===== src/rtl/store_buffer.sv =====
// rtl/store_buffer.sv - post-execute store queue with commit, cache drain and load forwarding
module store_buffer #(
  parameter int DEPTH      = 8,
  parameter int DATA_WIDTH = 32,
  parameter int ADDR_BITS  = 32,
  parameter int MICROOP    = 5,
  parameter int ROB_TICKET = 3
) (
  input  logic                  clk,
  input  logic                  rst_n,
  input  logic                  store_valid,
  input  logic [ADDR_BITS-1:0]  store_address,
  input  logic [DATA_WIDTH-1:0] store_data,
  input  logic [MICROOP-1:0]    store_microop,
  input  logic [ROB_TICKET-1:0] store_ticket,
  output logic                  store_full,
  input  logic                  commit_valid,
  input  logic [ROB_TICKET-1:0] commit_ticket,
  output logic                  commit_error,
  input  logic                  flush,
  input  logic [ADDR_BITS-1:0]  frw_address,
  input  logic [MICROOP-1:0]    frw_microop,
  output logic [DATA_WIDTH-1:0] frw_data,
  output logic                  frw_valid,
  output logic                  frw_stall,
  output logic                  cache_writeback_valid,
  output logic [ADDR_BITS-1:0]  cache_wb_addr,
  output logic [DATA_WIDTH-1:0] cache_wb_data,
  output logic [MICROOP-1:0]    cache_wb_microop,
  input  logic                  cache_store_blocked,
  output logic                  empty
);

  localparam int PW = $clog2(DEPTH);
  localparam logic [MICROOP-1:0] UOP_SW = MICROOP'(5'b00110);

  // Pointers carry an extra wrap bit so full and empty are distinguishable.
  logic [PW:0]             r_head, r_cmt, r_tail;
  logic                    r_commit_error;
  logic [ADDR_BITS-1:0]    r_addr [DEPTH];
  logic [DATA_WIDTH-1:0]   r_data [DEPTH];
  logic [MICROOP-1:0]      r_uop  [DEPTH];
  logic [ROB_TICKET-1:0]   r_tkt  [DEPTH];

  logic [PW:0]             w_count, w_cmt_nxt, w_tail_nxt;
  logic                    w_full, w_push, w_has_uncmt, w_commit, w_cmt_err, w_drain, w_pop;
  logic                    w_hit, w_hit_word;
  logic [DATA_WIDTH-1:0]   w_hit_data;
  logic                    w_unused;

  // Queue control: occupancy, push/commit/pop qualification and next pointers.
  always_comb begin
    w_count     = r_tail - r_head;
    w_full      = (w_count == (PW+1)'(DEPTH));
    w_push      = store_valid & ~w_full & ~flush;
    w_has_uncmt = (r_cmt != r_tail);
    w_commit    = commit_valid & w_has_uncmt;
    w_cmt_err   = (commit_valid & ~w_has_uncmt) |
                  (w_commit & (r_tkt[r_cmt[PW-1:0]] != commit_ticket));
    w_drain     = (r_head != r_cmt);
    w_pop       = w_drain & ~cache_store_blocked;
    w_cmt_nxt   = r_cmt + {{PW{1'b0}}, w_commit};
    // Flush rolls tail back to the post-commit cmt, dropping any same-cycle push.
    w_tail_nxt  = flush ? w_cmt_nxt : (r_tail + {{PW{1'b0}}, w_push});
  end

  // Forwarding search: walk oldest to youngest so the last match wins; the incoming push is youngest.
  always_comb begin
    w_hit      = 1'b0;
    w_hit_word = 1'b0;
    w_hit_data = '0;
    for (int i = 0; i < DEPTH; i++) begin
      if (((PW+1)'(i) < w_count) &&
          (r_addr[r_head[PW-1:0] + PW'(i)][ADDR_BITS-1:2] == frw_address[ADDR_BITS-1:2])) begin
        w_hit      = 1'b1;
        w_hit_word = (r_uop[r_head[PW-1:0] + PW'(i)] == UOP_SW);
        w_hit_data = r_data[r_head[PW-1:0] + PW'(i)];
      end
    end
    if (w_push && (store_address[ADDR_BITS-1:2] == frw_address[ADDR_BITS-1:2])) begin
      w_hit      = 1'b1;
      w_hit_word = (store_microop == UOP_SW);
      w_hit_data = store_data;
    end
  end

  // Pointer and sticky error state.
  always_ff @(posedge clk or negedge rst_n) begin
    if (!rst_n) begin
      r_head         <= '0;
      r_cmt          <= '0;
      r_tail         <= '0;
      r_commit_error <= 1'b0;
    end else begin
      r_head <= r_head + {{PW{1'b0}}, w_pop};
      r_cmt  <= w_cmt_nxt;
      r_tail <= w_tail_nxt;
      if (w_cmt_err) r_commit_error <= 1'b1;
    end
  end

  // Entry storage; cleared on reset so the drain port reads zero while empty after reset.
  always_ff @(posedge clk or negedge rst_n) begin
    if (!rst_n) begin
      for (int i = 0; i < DEPTH; i++) begin
        r_addr[i] <= '0;
        r_data[i] <= '0;
        r_uop[i]  <= '0;
        r_tkt[i]  <= '0;
      end
    end else if (w_push) begin
      r_addr[r_tail[PW-1:0]] <= store_address;
      r_data[r_tail[PW-1:0]] <= store_data;
      r_uop[r_tail[PW-1:0]]  <= store_microop;
      r_tkt[r_tail[PW-1:0]]  <= store_ticket;
    end
  end

  assign store_full            = w_full;
  assign empty                 = (r_tail == r_head);
  assign commit_error          = r_commit_error;
  assign cache_writeback_valid = w_drain;
  assign cache_wb_addr         = r_addr[r_head[PW-1:0]];
  assign cache_wb_data         = r_data[r_head[PW-1:0]];
  assign cache_wb_microop      = r_uop[r_head[PW-1:0]];
  assign frw_valid             = w_hit & w_hit_word;
  assign frw_stall             = w_hit & ~w_hit_word;
  assign frw_data              = (w_hit & w_hit_word) ? w_hit_data : '0;

  // Load size and byte offset do not affect word-granular matching.
  assign w_unused = ^{frw_microop, frw_address[1:0]};

endmodule


===== config.mk =====
export PLATFORM = sky130hd
export DESIGN_NAME = store_buffer
export DESIGN_NICKNAME = d
export VERILOG_FILES = /design/src/rtl/store_buffer.sv
export SDC_FILE = /design/constraint.sdc
export NUM_CORES = 2
export LEC_CHECK = 0
export BUFFER_PORTS_ARGS = -buffer_cell sky130_fd_sc_hd__buf_4
export CORE_AREA = 2 2 413 415
export CTS_BUF_LIST = sky130_fd_sc_hd__clkbuf_4
export DETAILED_ROUTE_END_ITERATION = 16
export DIE_AREA = 0 0 415 417
export PLACE_DENSITY = 0.57
export SYNTH_ARGS = -nofsm -noshare
export SYNTH_HDL_FRONTEND = slang
export SYNTH_SLANG_ARGS = --single-unit

===== constraint.sdc =====
create_clock -name clk -period 6.99 [get_ports clk]
set_input_delay 1.0485 -clock clk [delete_from_list [all_inputs] [get_ports clk]]
set_output_delay 1.0485 -clock clk [all_outputs]
set_load 0.01 [all_outputs]

==> impl_metrics.tcl <==
set metrics [dict create \
    cts_tree "yes" \
    holdPathEnd "r_addr[224]$_DFFE_PN0P_" \
    worstMarginPinSlew_ns 1.07 \
    fin_crit_ns 7.08 \
    r2r-end "r_data[61]$_DFFE_PN0P_" \
    routed_wl_um 199000 \
    clockRootBuffer "clkbuf_4" \
    slew_headroom_pct 28.8 \
    ctsLongestPathBuffers 3 \
    max_stage_delay_ns 0.60 \
    antenna_found_initial 25 \
    placed_cell_area_mm2 0.0542 \
    htreeDepth 4 \
    synth.distinct_cells 81 \
    yosysMostFrequentCell "mux2_2" \
    worstPathArrival_ns 6.03 \
    synth_largest_area_cell "dfrtp_1" \
    wl_per_cell_um 28.6 \
    fin_crit_sh_pct 101 \
    p_leak_nw 23.4 \
    via_per_inst 6.07 \
    die_height_um 417 \
    io_buffers 217 \
    coreArea_mm2 0.169 \
    crit_path_end_kind "primary output" \
    start_util_pct 29.8 \
    syn_inst 4365 \
    drtIter0Drc 4680 \
    drive_above_1_share_pct 44.1 \
    reg2reg_depth 13 \
    crit_slowest_cell "or4_4" \
    final-hold-violation-count 0 \
    reg2reg_slack_ns 1.46 \
    hold_ws_ns 0.123 \
    clkLatencyLatePin_ns 1.21 \
    max-vdd-ir-drop_uv 541 \
    synth.top_cell.area_share_pct 29.3 \
    grt_use_total_pct 22.3 \
    ant_nets 0 \
    dp.cells 6521 \
    finalNetCount 4724 \
    async_flop_share_pct 100 \
    crit_chain "ha_4 > buf_12 > buf_16 > mux4_2 > nor2_2 > a221oi_1 > xnor2_1 > nand4_1 > or4_4 > nor4_4 > buf_6 > buf_6 > buf_16 > buf_16 > o311ai_4 > a21o_1 > a32oi_4 > buf_6" \
    finalClockSkew_ns 0.0895 \
    synthFlopType "dfrtp_1" \
    rsz0062_at_grt "true" \
    slew_viol_final 0 \
    netlist_top_cells_count "mux2_2 (651), nand2_1 (608), dfrtp_1 (589)" \
    ys_ff_latch 589 \
    die_x_um 415 \
    yosysWarnings 0 \
    setup_violations 28 \
    critPathKind "reg2out" \
    die_area_mm2 0.173 \
    grt_pass1_wl_um 286000 \
    route.vias.total 42200 \
    final_cell_area_mm2 0.0593 \
    ios 225 \
    fmax_mhz 141 \
    synth_edf_count 0 \
    first_pass_iters 8 \
    stdcell_count 6961 \
    power_density_mw_per_mm2 636 \
    clock-sinks 589 \
    grt_pass1_vias 40900 \
    area_growth_pct 18.0 \
    dp_hpwl_um 128000 \
    placementRows 151 \
    worstPathRequired_ns 5.94 \
    cts_buffers 175 \
    synth_area_per_cell_um2 11.5 \
    path_clk_slew_ns 0.07 \
    rr_startpoint "r_head[0]$_DFF_PN0_" \
    place.gp.congestion 1.03 \
    synth.area.top_cells "dfrtp_1 (29%), mux4_2 (23%), mux2_2 (15%)" \
    seq_area_frac_synth_pct 29.3 \
    drcViolationCount 0 \
    crit_fanout 11 \
    place_ws_ns 0.399 \
    setup_ws_ns -0.0876 \
    grt_max_degree 135 \
    violations "setup timing" \
    grt_overflow 0 \
    synth_area_mm2 0.0503 \
    status "complete, but fails checks" \
    cap_violations 0 \
    hold_path_depth 2 \
    worstHoldPathType "in2reg" \
    finalPower_mw 37.7 \
    start_kind "flip-flop" \
    synth_nets 4496 \
    hold_start "store_address[0]" \
]
## power by group
| part | internal, mW | switching [mW] | leakage (nW) |
|---|---|---|---|
| registers | 5.04 | 2.45 | 7.32 |
| clock network | 1.68 | 1.70 | 1.30 |
| logic | 13.1 | 13.7 | 14.8 |
## cell families after synthesis
family                     count (synthesis)  share of synthesized area [%]
AOI/OAI and AO/OA                        554                           7.56
xor gates and xnor gates                 261                           4.55
adders and majority gates                 13                          0.338
buffers and inverters                    460                           4.55
DFF                                      589                           29.3
muxes                                   1475                           44.3
and+or+nand+nor                         1013                           9.36
## through the flow
step                TNS, ns  utilization [%]
floorplan                 0                -
global placement          0             32.1
detailed placement        0             32.1
CTS                       0             34.8
global route          -6.45             35.2
finish                -1.16             35.2
## worst max-delay path, delay by kind of cell (launching register included)
kind / cells / cell delay (ns)
simple gates: 4 / 1.34
buf+inv: 7 / 1.05
compound gates: 4 / 0.71
flops: 1 / 0.52
mux: 1 / 0.51
xor+xnor: 1 / 0.40
fa+ha+maj: 1 / 0.30
## worst max path at each step
stage / end / slack [ns] / start
finish: frw_data[30] / -0.09 / r_head[1]$_DFF_PN0_
global route: frw_data[25] / -0.27 / r_head[2]$_DFF_PN0_
CTS: frw_data[3] / 0.002 / r_head[1]$_DFF_PN0_
detailed placement: frw_data[31] / 0.40 / r_head[1]$_DFF_PN0_
global placement: frw_data[31] / 0.32 / r_head[1]$_DFF_PN0_
floorplan: frw_data[22] / 0.35 / r_head[1]$_DFF_PN0_
## state kept, by name, summed over array words and instances (netlist names)
signal and count:
r_addr 256, r_head 4, r_tkt 24, commit_error 1, r_cmt 4, r_data 256, r_tail 4, r_uop 40
## placed cells by master (no fill, tap or decap), types with 23 or more instances in the layout
cell type	netlist	layout
mux2_2	651	650
nand2_1	608	599
dfrtp_1	589	586
mux4_2	522	524
buf_4	48	366
mux2i_1	291	289
clkbuf_4	2	245
xnor2_1	217	187
a21oi_1	134	133
nand3_1	102	98
o21ai_0	90	86
nor2_1	62	57
clkinv_1	10	55
a22oi_1	53	52
nand4_1	51	51
buf_12	2	43
a21o_1	41	41
xor2_1	44	38
buf_6	20	36
o31ai_1	38	35
nor3b_1	37	30
a221oi_1	31	28
and2b_1	27	27
nor4_1	27	24
o22ai_1	24	23
## repair_timing
action / 4_1_cts / 5_1_grt
cloned: 17 / 4
endpoints found under the hold margin: 86 / 0
hold buffers: 2 / 0
resized for setup: 188 / 84
setup buffers: 66 / 27
pin swaps: 29 / 50
endpoints found under the setup margin: 34 / 34
## metal layers
metal	global-route usage [%]	vias to the layer above	wire length [um]
met4	10.2	20	9110
met5	0	-	138
li1	-	17400	-
met2	35.6	2400	93600
met3	5.54	551	18300
met1	28.3	21900	77800
## area by class of cell
class	count	area, um2
Multi-Input combinational cell	3318	34500
Sequential cell	589	14800
Antenna cell	17	42.5
Tap cell	2218	2780
Clock buffer	245	1840
Fill cell	16800	109000
Inverter	27	109
Clock inverter	65	375
Timing Repair Buffer	482	4920
(Power assumes the default switching activity.)
